===== src/rtl/pa_SnnAccelerator.sv =====
// Shared definitions for the SNN accelerator control path: inferred-digit
// width, batch sequencer defaults and the sequencer state encoding.
package pa_SnnAccelerator;

  localparam int M                  = 4;
  localparam int RES_DEPTH_DEF      = 16;
  localparam int TIMEOUT_CYCLES_DEF = 1048576;

  typedef enum logic [2:0] {
    IDLE     = 3'd0,
    WAIT_IMG = 3'd1,
    LAUNCH   = 3'd2,
    RUN      = 3'd3,
    STORE    = 3'd4,
    DONE     = 3'd5
  } seq_state_e;

  // True when v is a power of two and at least 2.
  function automatic logic is_pow2(input int v);
    return (v >= 2) && ((v & (v - 1)) == 0);
  endfunction

endpackage


===== src/rtl/snn_result_fifo.sv =====
// First-word-fall-through result FIFO. The head word, valid flag and
// occupancy are all registered so the consumer sees clean outputs.
module snn_result_fifo #(
  parameter int W     = 5,
  parameter int DEPTH = 16,
  localparam int AW   = $clog2(DEPTH),
  localparam int CW   = AW + 1
) (
  input  logic          clk_i,
  input  logic          rst_i,
  input  logic          push_i,
  input  logic [W-1:0]  data_i,
  input  logic          pop_i,
  output logic          push_ready_o,
  output logic [W-1:0]  data_o,
  output logic          valid_o,
  output logic [CW-1:0] count_o
);

  logic [W-1:0]  mem_q [DEPTH];
  logic [AW-1:0] wr_ptr_q, wr_ptr_d;
  logic [AW-1:0] rd_ptr_q, rd_ptr_d;
  logic [CW-1:0] count_q, count_d;
  logic [W-1:0]  head_q, head_d;
  logic          valid_q, valid_d;
  logic          pop_s;
  logic          push_s;

  // A pop on an empty FIFO is dropped; a full FIFO still accepts a push
  // when the head leaves in the same cycle.
  always_comb begin
    pop_s        = pop_i && (count_q != {CW{1'b0}});
    push_ready_o = (count_q != CW'(DEPTH)) || pop_i;
    push_s       = push_i && push_ready_o;
  end

  // Next pointers, occupancy and the head word that will be presented.
  always_comb begin
    wr_ptr_d = push_s ? (wr_ptr_q + AW'(1)) : wr_ptr_q;
    rd_ptr_d = pop_s  ? (rd_ptr_q + AW'(1)) : rd_ptr_q;
    count_d  = count_q + CW'(push_s) - CW'(pop_s);
    valid_d  = (count_d != {CW{1'b0}});
    if (count_d == {CW{1'b0}}) begin
      head_d = {W{1'b0}};
    end else if (push_s && (wr_ptr_q == rd_ptr_d)) begin
      // The word being written becomes the head (FIFO was empty after the pop).
      head_d = data_i;
    end else begin
      head_d = mem_q[rd_ptr_d];
    end
  end

  // Storage array; contents need no reset since the head is masked when empty.
  always_ff @(posedge clk_i) begin
    if (push_s) begin
      mem_q[wr_ptr_q] <= data_i;
    end
  end

  // Pointer, occupancy and output registers with synchronous flush.
  always_ff @(posedge clk_i) begin
    if (rst_i) begin
      wr_ptr_q <= {AW{1'b0}};
      rd_ptr_q <= {AW{1'b0}};
      count_q  <= {CW{1'b0}};
      head_q   <= {W{1'b0}};
      valid_q  <= 1'b0;
    end else begin
      wr_ptr_q <= wr_ptr_d;
      rd_ptr_q <= rd_ptr_d;
      count_q  <= count_d;
      head_q   <= head_d;
      valid_q  <= valid_d;
    end
  end

  assign data_o  = head_q;
  assign valid_o = valid_q;
  assign count_o = count_q;

endmodule


===== src/rtl/snn_batch_sequencer.sv =====
// Batch sequencer for the SNN coprocessor: launches each image, waits for
// encoder/decoder completion or a per-image timeout, and queues the results.
// Optional macro SNN_SEQ_LATENCY_EN adds a saturating RUN-latency field to
// every result word.
module snn_batch_sequencer #(
  parameter int M              = pa_SnnAccelerator::M,
  parameter int BATCH_BITS     = 8,
  parameter int RES_DEPTH      = pa_SnnAccelerator::RES_DEPTH_DEF,
  parameter int TIMEOUT_CYCLES = pa_SnnAccelerator::TIMEOUT_CYCLES_DEF,
  parameter int LAT_BITS       = 24,
`ifdef SNN_SEQ_LATENCY_EN
  localparam int RW            = LAT_BITS + M + 1,
`else
  localparam int RW            = M + 1,
`endif
  localparam int CW            = $clog2(RES_DEPTH) + 1
) (
  input  logic                  CLK,
  input  logic                  RST,
  input  logic                  START,
  input  logic                  ABORT,
  input  logic [BATCH_BITS-1:0] BATCH_LEN,
  input  logic                  IMG_AVAIL,
  output logic                  IMG_TAKE,
  output logic                  NEW_IMAGE,
  input  logic                  ENCODER_RDY,
  input  logic                  DECODER_RDY,
  input  logic [M-1:0]          INFERED_DIGIT,
  output logic [RW-1:0]         RES_DATA,
  output logic                  RES_VALID,
  input  logic                  RES_POP,
  output logic [CW-1:0]         RES_COUNT,
  output logic                  BUSY,
  output logic [BATCH_BITS-1:0] DONE_COUNT,
  output logic                  TIMEOUT_ERR,
  output logic                  IRQ,
  input  logic                  IRQ_CLR
);

  import pa_SnnAccelerator::*;

  localparam int TW = $clog2(TIMEOUT_CYCLES);
  localparam logic [TW-1:0] TMAX = TW'(TIMEOUT_CYCLES - 1);

  if (!is_pow2(RES_DEPTH) || (LAT_BITS < 1) || (TIMEOUT_CYCLES < 2)) begin : g_param_check
    $error("snn_batch_sequencer: unsupported parameter combination");
  end

  seq_state_e            state_q, state_d;
  logic [BATCH_BITS-1:0] len_q, len_d;
  logic [BATCH_BITS-1:0] done_q, done_d;
  logic [TW-1:0]         cyc_q, cyc_d;
  logic                  busy_seen_q, busy_seen_d;
  logic [M-1:0]          digit_q, digit_d;
  logic                  flag_q, flag_d;
  logic                  terr_q, terr_d;
  logic                  irq_q, irq_d;
  logic                  new_image_q, new_image_d;
  logic                  busy_q, busy_d;

  logic                  start_ok_s;
  logic                  ready_s;
  logic                  complete_s;
  logic                  tmo_s;
  logic                  push_s;
  logic                  push_ready_s;
  logic [BATCH_BITS-1:0] done_inc_s;
  logic [RW-1:0]         push_data_s;

  // Qualified events seen by the FSM and the datapath this cycle.
  always_comb begin
    start_ok_s = START && !ABORT && ((state_q == IDLE) || (state_q == DONE)) &&
                 (BATCH_LEN != {BATCH_BITS{1'b0}});
    ready_s    = ENCODER_RDY && DECODER_RDY;
    complete_s = (state_q == RUN) && busy_seen_q && ready_s;
    tmo_s      = (state_q == RUN) && !complete_s && (cyc_q == TMAX);
    push_s     = (state_q == STORE) && !ABORT && push_ready_s;
    done_inc_s = done_q + BATCH_BITS'(1);
  end

  // State register.
  always_ff @(posedge CLK) begin
    if (RST) begin
      state_q <= IDLE;
    end else begin
      state_q <= state_d;
    end
  end

  // Next-state logic; ABORT overrides every transition.
  always_comb begin
    state_d = state_q;
    if (ABORT) begin
      state_d = IDLE;
    end else begin
      case (state_q)
        IDLE, DONE: begin
          if (start_ok_s) state_d = WAIT_IMG;
          else            state_d = state_q;
        end
        WAIT_IMG: begin
          if (IMG_AVAIL) state_d = LAUNCH;
          else           state_d = WAIT_IMG;
        end
        LAUNCH: state_d = RUN;
        RUN: begin
          if (complete_s || tmo_s) state_d = STORE;
          else                     state_d = RUN;
        end
        STORE: begin
          if (!push_s)                  state_d = STORE;
          else if (done_inc_s == len_q) state_d = DONE;
          else                          state_d = WAIT_IMG;
        end
        default: state_d = IDLE;
      endcase
    end
  end

  // Datapath and output next values; outputs follow the next state so they
  // line up with the state they describe.
  always_comb begin
    len_d       = start_ok_s ? BATCH_LEN : len_q;
    cyc_d       = cyc_q;
    busy_seen_d = busy_seen_q;
    digit_d     = digit_q;
    flag_d      = flag_q;
    if (state_q == LAUNCH) begin
      cyc_d       = {TW{1'b0}};
      busy_seen_d = 1'b0;
    end else if (state_q == RUN) begin
      cyc_d       = cyc_q + TW'(1);
      busy_seen_d = busy_seen_q || !ready_s;
    end else begin
      cyc_d       = cyc_q;
      busy_seen_d = busy_seen_q;
    end
    if (complete_s) begin
      digit_d = INFERED_DIGIT;
      flag_d  = 1'b0;
    end else if (tmo_s) begin
      digit_d = {M{1'b0}};
      flag_d  = 1'b1;
    end else begin
      digit_d = digit_q;
      flag_d  = flag_q;
    end
    if (start_ok_s)  done_d = {BATCH_BITS{1'b0}};
    else if (push_s) done_d = done_inc_s;
    else             done_d = done_q;
    if (start_ok_s)          terr_d = 1'b0;
    else if (tmo_s && !ABORT) terr_d = 1'b1;
    else                     terr_d = terr_q;
    // Entering DONE beats a simultaneous clear.
    if ((state_d == DONE) && (state_q == STORE)) irq_d = 1'b1;
    else if (IRQ_CLR || start_ok_s)             irq_d = 1'b0;
    else                                        irq_d = irq_q;
    new_image_d = (state_d == LAUNCH);
    busy_d      = (state_d != IDLE) && (state_d != DONE);
  end

  // Datapath and output registers.
  always_ff @(posedge CLK) begin
    if (RST) begin
      len_q       <= {BATCH_BITS{1'b0}};
      done_q      <= {BATCH_BITS{1'b0}};
      cyc_q       <= {TW{1'b0}};
      busy_seen_q <= 1'b0;
      digit_q     <= {M{1'b0}};
      flag_q      <= 1'b0;
      terr_q      <= 1'b0;
      irq_q       <= 1'b0;
      new_image_q <= 1'b0;
      busy_q      <= 1'b0;
    end else begin
      len_q       <= len_d;
      done_q      <= done_d;
      cyc_q       <= cyc_d;
      busy_seen_q <= busy_seen_d;
      digit_q     <= digit_d;
      flag_q      <= flag_d;
      terr_q      <= terr_d;
      irq_q       <= irq_d;
      new_image_q <= new_image_d;
      busy_q      <= busy_d;
    end
  end

`ifdef SNN_SEQ_LATENCY_EN
  logic [LAT_BITS-1:0] lat_q, lat_d;
  logic [LAT_BITS-1:0] lat_cap_q, lat_cap_d;
  logic [LAT_BITS-1:0] lat_inc_s;

  // Saturating RUN-cycle count; the value including the exit cycle is kept.
  always_comb begin
    lat_inc_s = (lat_q == {LAT_BITS{1'b1}}) ? lat_q : (lat_q + LAT_BITS'(1));
    if (state_q == LAUNCH)   lat_d = {LAT_BITS{1'b0}};
    else if (state_q == RUN) lat_d = lat_inc_s;
    else                     lat_d = lat_q;
    if (complete_s || tmo_s) lat_cap_d = lat_inc_s;
    else                     lat_cap_d = lat_cap_q;
  end

  // Latency registers.
  always_ff @(posedge CLK) begin
    if (RST) begin
      lat_q     <= {LAT_BITS{1'b0}};
      lat_cap_q <= {LAT_BITS{1'b0}};
    end else begin
      lat_q     <= lat_d;
      lat_cap_q <= lat_cap_d;
    end
  end

  assign push_data_s = {lat_cap_q, flag_q, digit_q};
`else
  assign push_data_s = {flag_q, digit_q};
`endif

  snn_result_fifo #(
    .W     (RW),
    .DEPTH (RES_DEPTH)
  ) u_fifo (
    .clk_i        (CLK),
    .rst_i        (RST),
    .push_i       (push_s),
    .data_i       (push_data_s),
    .pop_i        (RES_POP),
    .push_ready_o (push_ready_s),
    .data_o       (RES_DATA),
    .valid_o      (RES_VALID),
    .count_o      (RES_COUNT)
  );

  assign NEW_IMAGE   = new_image_q;
  assign IMG_TAKE    = new_image_q;
  assign BUSY        = busy_q;
  assign DONE_COUNT  = done_q;
  assign TIMEOUT_ERR = terr_q;
  assign IRQ         = irq_q;

endmodule


===== config.mk =====
export PLATFORM = sky130hd
export DESIGN_NAME = snn_batch_sequencer
export DESIGN_NICKNAME = d
export VERILOG_FILES = /design/src/rtl/pa_SnnAccelerator.sv /design/src/rtl/snn_result_fifo.sv /design/src/rtl/snn_batch_sequencer.sv
export SDC_FILE = /design/constraint.sdc
export NUM_CORES = 1
export LEC_CHECK = 0
export CORE_MARGIN = 2
export CORE_UTILIZATION = 53
export CTS_BUF_LIST = sky130_fd_sc_hd__clkbuf_8 sky130_fd_sc_hd__clkbuf_16
export DETAILED_ROUTE_END_ITERATION = 8
export PLACE_DENSITY = 0.84
export SETUP_SLACK_MARGIN = 0.15
export SLEW_MARGIN = 20
export SYNTH_ARGS = -nofsm -noshare
export SYNTH_HDL_FRONTEND = slang
export SYNTH_SLANG_ARGS = --single-unit

===== constraint.sdc =====
create_clock -name CLK -period 3.6 [get_ports CLK]
set_clock_uncertainty 0.15 [all_clocks]
set_input_delay 0.54 -clock CLK [delete_from_list [all_inputs] [get_ports CLK]]
set_output_delay 0.54 -clock CLK [all_outputs]
set_load 0.02 [all_outputs]

* After elaboration in Yosys (flattened, before gate mapping)
Memory sizes are Yosys's and may differ from the RTL's. A register that Yosys moved wholly into a read port is not among the register bits.
Cells that the tools add are included.
** Storage, ports and cells
- Flip-flop bits (word level) :: 63
- Memory bits (writable) :: 80
- Input port bits :: 21
- Output and inout bits :: 24
- Memories :: 1
** Operators by class
- Add/subtract/negate cells :: 6
- Equal/unequal tests :: 11
- Muxes and demuxes :: 14
- Reductions and logical operators :: 36
** Memories
- u_fifo.mem_q :: depth 16, bits a word 5, read ports 1, clocked after Yosys merged registers in 1, write ports 1, RTL line snn_result_fifo.sv:20 : logic [W-1:0] mem_q [DEPTH];
** Operators by type and width (count)
- $add A20 B1 Y20 const B :: 1
- $eq A20 B20 Y1 const B :: 1
- $logic_and A1 B1 Y1 :: 15
- $mux W3 :: 5
- $pmux W3 S5 :: 1
- $mux W4 :: 3
- $reduce_bool A5 Y1 :: 2
- $reduce_or A2 Y1 :: 5
- $eq A3 B2 Y1 const B :: 3
- $eq A3 B3 Y1 const B :: 3
- $add A4 B1 Y4 const B :: 2
- $add A8 B1 Y8 const B :: 1
- $eq A8 B8 Y1 :: 1
- $reduce_bool A8 Y1 :: 1
- $add A5 B1 Y5 :: 1
- $logic_not A5 Y1 :: 1
- $logic_or A1 B1 Y1 :: 5
- $ne A5 B5 Y1 const B :: 1
- $sub A5 B1 Y5 :: 1
- $mux W1 :: 4
- $reduce_bool A2 Y1 :: 2
- $eq A3 B1 Y1 const B :: 1
- $logic_not A1 Y1 :: 3
- $logic_not A3 Y1 :: 1
- 3 further kinds :: 3

* Logic depth before layout (Yosys ltp)
Gate-level depths: netlist (run 1).
- Depth after elaboration :: 13
- Gate-level depth with buffers :: 16

* Cells and area by module
A second synthesis (run 1) with hierarchy kept.
** Unflattened totals
- Cell total of the unflattened synthesis :: 706
- Area total of the unflattened synthesis :: 7388.3 µm²
** By module, submodules not included
- snn_result_fifo :: times used 1, cells each 414, area each 4901.0 µm²
- snn_batch_sequencer :: times used 1, cells each 292, area each 2487.4 µm²

* Worst setup path before layout (run 1)
No wires, ideal clock.
- Path type :: flip-flop to flip-flop
- Start :: register u_fifo.count_q[2] (netlist: u_fifo.count_o[2])
- End :: register u_fifo.head_q[0] (netlist: u_fifo.data_o[0]) (read register of u_fifo.mem_q)
- Library setup time :: 0.061 ns
- Data arrival time :: 3.203 ns
- Data required time :: 3.389 ns
- Path slack :: 0.187 ns
- Stages on the path, launching flop included :: 16
- Buffers on the path :: 1
- Clock period less this slack :: 3.413 ns
- Path through :: dfxtp_1 -> inv_1 -> ha_1 -> nor3b_1 -> a311oi_4 -> buf_2 -> ha_1 -> inv_1 -> fa_1 -> inv_1 -> a21oi_1 -> nor2_1 -> nor2_1 -> xnor2_1 -> a41oi_1 -> o221a_1
** Between the ends
- Cells in the longest elaborated chain, start to end :: 8
** Ends and longest elaborated chain
- from (decl) :: RTL line snn_result_fifo.sv:23 : logic [CW-1:0] count_q, count_d;
- from (signal assigned) :: RTL line snn_result_fifo.sv:65 : count_q <= {CW{1'b0}};
- from (signal assigned) :: RTL line snn_result_fifo.sv:71 : count_q <= count_d;
- $ne A5 B5 Y1 * :: RTL line snn_result_fifo.sv:33 : push_ready_o = (count_q != CW'(DEPTH)) || pop_i;
- $logic_or A1 B1 Y1 * :: RTL line snn_result_fifo.sv:33
- $logic_and A1 B1 Y1 :: RTL line snn_batch_sequencer.sv:77 : push_s = (state_q == STORE) && !ABORT && push_ready_s;
- $logic_and A1 B1 Y1 * :: RTL line snn_result_fifo.sv:34 : push_s = push_i && push_ready_o;
- named net u_fifo.push_s :: RTL line snn_result_fifo.sv:27 : logic push_s;
- $add A5 B1 Y5 * :: RTL line snn_result_fifo.sv:41 : count_d = count_q + CW'(push_s) - CW'(pop_s);
- $sub A5 B1 Y5 * :: RTL line snn_result_fifo.sv:41
- $logic_not A5 Y1 * :: RTL line snn_result_fifo.sv:43 : if (count_d == {CW{1'b0}}) begin
- $reduce_or A2 Y1 (no line) *
- to (decl) :: RTL line snn_result_fifo.sv:24 : logic [W-1:0] head_q, head_d;
The timed path passes the listed nets; every way through them passes the cells marked *.
A chain may end at the register's enable or synchronous reset.

* Worst setup path after layout (run 1)
- Start :: register u_fifo.count_q[3] (netlist: u_fifo.count_o[3])
- End :: register u_fifo.head_q[4] (netlist: u_fifo.data_o[4]) (read register of u_fifo.mem_q)
** Between the ends
- Cells in the longest elaborated chain, start to end :: 8
** Ends and longest elaborated chain (RTL line)
- $ne A5 B5 Y1 :: snn_result_fifo.sv:33
- $logic_or A1 B1 Y1 :: snn_result_fifo.sv:33
- $logic_and A1 B1 Y1 :: snn_batch_sequencer.sv:77
- $logic_and A1 B1 Y1 :: snn_result_fifo.sv:34
- $add A5 B1 Y5 :: snn_result_fifo.sv:41
- $sub A5 B1 Y5 :: snn_result_fifo.sv:41
- $logic_not A5 Y1 :: snn_result_fifo.sv:43
- $reduce_or A2 Y1 (no line)
Parallel ways exist; a longest one is shown, timed or not.

==> metrics.sh, run 1 <==
REGTOREGENDPOINT='u_fifo.data_o[4]$_SDFF_PP0_'
FILLERS=956
SW_FRAC_OF_TOTAL_PCT=29.4
INITIAL_UTILIZATION_PCT=53.6
CP_COMMON_CELL='inv_1'
N_ANTENNA_CELL=0
FIN_AREA_SQ_UM=7840
POST_ROUTE_CELLS_DRIVE_ABOVE_1_SHARE_PCT=9.39
PLACED_CELL_AREA_SQ_UM=7280
NETLIST_TOP_CELLS_COUNT='edfxtp_1, dfxtp_1, nor2_1'
SYNTH_FLOP_CELL='edfxtp_1'
GP_CONGESTION=0.842
PRE_CTS_SLACK_NS=0.137
SEQPWRFRAC_PCT=39.9
CLKSLEWWORSTSETUPHOLDPATHS_NS=0.06
TIMING.MAX_SLEW.REL_SLACK_PCT=42.9
IR_DROP_mV=0.442
VIAS_PER_CELL=5.79
WORST_PATH_LARGEST_CELL_DELAY_NS=0.40
DR.FIRST_ITER.DRC_COUNT=334
ROUTED_WIRELENGTH_MM=14.7
FINAL_LAYOUT_SETUP_TOTAL_NEGATIVE_SLACK_NS=0
CRIT_PATH_START_KIND='flip-flop'
FINAL_SETUP_VIO_COUNT=0
POWER_FRAC_CLOCK_PCT=34.7
FF_LATCH_AREA_SQ_UM=3760
TIMING.CRITICAL_PATH.CELLS='inv_1 > ha_1 > nor4b_2 > buf_4 > nor2_1 > ha_1 > inv_1 > ha_1 > inv_1 > fa_1 > inv_1 > a21oi_1 > nor2_1 > nor2_1 > xnor2_1 > a41oi_1 > buf_4 > o221a_1'
FIRST_GLOBAL_VIAS=4838
SORT_OF_ELEMENT_AT_THE_END_OF_THE_CRITICAL_PATH='flip-flop'
DETAILEDPLACEMENTHPWL_MM=10.1
SYNTH.AVG_CELL_AREA_SQ_UM=11.1
TRACK_USAGE_PCT=23.4
CP_SLOWEST_CELL='fa_1'
WORSTPATHMAXFANOUT=6
SYN_NETS=635
CLK-INSERTION-DELAY-LATE_NS=0.42
COMBPWRFRAC_PCT=25.4
DETAIL_ROUTE.WL_PER_CELL_UM=17.7
NETLIST-CELL-TYPE-COUNT=72
SYNTH.LARGEST_AREA_CELL='edfxtp_1'
VIAS=4820
CTS_MAX_PATH_BUFFERS=2
ARRIVAL_NS=3.44
CTSRESIZECOUNT=0
HOLD-PATH-CELL-COUNT=2
DRCVIOLATIONCOUNT=0
HOLDWS_NS=0.310
TRITONCTS_NUM_SINKS=148
RSZ0062_AT_GRT='false'
FINAL_CELLS=832
NUM_IO_PINS=45
SYNTH_ENABLE_FLOP_CELLS=80
CTS.HTREE.LEVELS=4
REG2REG_FROM='u_fifo.count_o[3]$_SDFF_PP0_'
PLACEABLECOREAREA_SQ_UM=12500
REMAINING_GLOBAL_ROUTE_OVERFLOW=0
SYNTH.TOP_CELL.AREA_SHARE_PCT=36.0
ROW_COUNT=41
YOSYSSEQAREASHARE_PCT=56.4
SYNTH_CELL_AREA_SQ_UM=6680
STATIC-LEAKAGE-POWER_nW=2.91
FINALWORSTSETUPSLACK_NS=0.373
PORTBUFFERS=44
DP_CELLS=800
R2R.WORST_PATH.CELLS=18
POWER_SWITCHING_W=0.00141
DIEWIDTH_UM=116
CTS_POST_SETUP_BUFFERS_INSERTED=0
HOLD_PATH.CLASS='flip-flop to flip-flop'
STATUS='completed'
GRT_MAX_DEGREE=31
HOLD_VIOL_FINAL=0
NUMBER_OF_REGISTER_BITS_INFERRED_BY_SYNTHESIS=148
SYNTHESIS.INSTANCES=600
FINAL.MIN_CLOCK_PERIOD_NS=3.23
MIN_TO='busy_seen_q$_SDFFE_PP0N_'
SYNTHARSTFLOPSHARE_PCT=0
FIN_NETS=682
RRSETUPSLACK_NS=0.37
CTS-BUFFERS-INSERTED=17
CELLS_TAKING_THE_MOST_AREA_AFTER_SYNTHESIS='edfxtp_1, dfxtp_1, nor2_1'
MULTIINPUTGATEAREA_SQ_UM=2700
POST_CTS_HOLD_BUFFER_COUNT=0
GRT_FIRST_PASS_WIRELENGTH_MM=24.0
WORST_PIN_SLEW_NS=0.855
FLOORPLAN.DIE.HEIGHT_UM=116
WORST-ENDPOINT-REQUIRED_NS=3.81
ACHIEVABLE-FREQUENCY_MHz=310
DRT_FIRST_PASS_ITERS=5
SYNTH_MOST_COMMON_CELL='edfxtp_1'
YOSYSWARNINGCOUNT=0
NUMBER_OF_ANTENNA_VIOLATIONS_AT_THE_FIRST_CHECK_IN_GLOBAL_ROUTING=0
CRITPATHKIND='flip-flop to flip-flop'
CTS_TREE='built'
HOLD_PATH.STARTPOINT='busy_seen_q$_SDFFE_PP0N_'
POWER.INTERNAL_W=0.00339
FLOW.AREA_GROWTH_FROM_SYNTHESIS_PCT=17.5
CLK_TREE_ROOT_CELL='clkbuf_16'
MIN_PERIOD_OVER_PERIOD_PCT=89.6
FP.DIEAREA_SQ_UM=13500
CRITPATHLAUNCH='u_fifo.count_o[3]$_SDFF_PP0_'
TIMING.MAX_CAP.VIOLATIONS=0
FINAL-MAX-SLEW-VIOLATION-COUNT=0
P_PER_AREA_nW_PER_UM2=613
POSTROUTEANTENNANETS=0
-- worst max-delay path by stage --
stage | endpoint | slack (ns)
5_1_grt | u_fifo.data_o[4]$_SDFF_PP0_ | 0.19
2_1_floorplan | u_fifo.data_o[0]$_SDFF_PP0_ | 0.19
3_3_place_gp | u_fifo.data_o[0]$_SDFF_PP0_ | 0.23
4_1_cts | u_fifo.data_o[4]$_SDFF_PP0_ | 0.38
3_5_place_dp | u_fifo.data_o[4]$_SDFF_PP0_ | 0.14
6_report | u_fifo.data_o[4]$_SDFF_PP0_ | 0.37
-- registers in the layout (all words and copies together), names as in the netlist --
register         cells
u_fifo.mem_q        80
u_fifo.count_o       5
len_q                8
u_fifo.wr_ptr_q      4
u_fifo.data_o        5
IMG_TAKE             1
flag_q               1
TIMEOUT_ERR          1
DONE_COUNT           8
state_q              3
digit_q              4
IRQ                  1
cyc_q               20
u_fifo.valid_o       1
BUSY                 1
u_fifo.rd_ptr_q      4
busy_seen_q          1
-- cell usage in the layout (no fill, tap or decap), drive strengths merged, types with 6 or more instances in the layout --
master	count
xor2	27
o22ai	8
o21ai	25
and3	17
clkdlybuf4s50	44
nand2	64
ha	13
inv	21
buf	14
nor2	67
nor3	11
xnor2	27
nand3	13
edfxtp	80
a32oi	8
mux2i	16
nand4	6
dfxtp	68
a21oi	24
clkbuf	20
o221ai	6
-- power by group through the flow --
stage               Combinational (W)  Clock, W  Sequential [W]
floorplan                    0.000824         0         0.00198
global placement              0.00116         0         0.00195
detailed placement            0.00121         0         0.00195
CTS                           0.00121   0.00169         0.00192
global route                  0.00132   0.00176         0.00193
finish                        0.00122   0.00167         0.00192
-- per-layer routing --
| metal | share of wire [%] | track usage [%] | wire length (um) |
|---|---|---|---|
| met3 | 5.6 | 5.09 | 831 |
| met1 | 42 | 29.0 | 6200 |
| met2 | 49 | 38.7 | 7290 |
| met4 | 2.9 | 12.1 | 426 |
| met5 | 0 | 0 | 0 |
-- cell families after synthesis --
kind of cell / after synthesis / synth area share (%)
xor+xnor: 55 / 7.42
compound gates: 109 / 11.8
simple gates: 212 / 16.0
fa+ha+maj: 14 / 2.74
flops: 148 / 56.4
buf+inv: 46 / 3.28
mux: 16 / 2.40
-- worst max-delay path: cells and delay by family (launching register included) --
family,cells,cell delay (ns)
xor gates and xnor gates,1,0.13
AOI/OAI and AO/OA,3,0.46
DFF,1,0.38
and+or+nand+nor,4,0.42
buffers and inverters,6,0.62
adders and majority gates,4,1.01
-- final cells by class --
class	instances	area share, %
flip-flops and latches	148	48.0
multi-input cells	406	34.4
repair buffers	58	6.95
clock buffers	20	6.09
well taps	172	2.74
clock inverters	12	1.10
inverters	16	0.766
-- through the flow --
step | utilization (%) | power [W]
2_1_floorplan | - | 0.00281
3_3_place_gp | 58.4 | 0.00311
3_5_place_dp | 58.4 | 0.00316
4_1_cts | 62.9 | 0.00482
5_1_grt | 62.9 | 0.00500
6_report | 62.9 | 0.00481
(Power assumes the default switching activity.)
==> run 2: changes to the inputs <==
Settings changed: CTS_CLUSTER_DIAMETER set to 120.
==> results of run 2 <==
The final DEF is identical to that of run 1; final timing and power are the same.
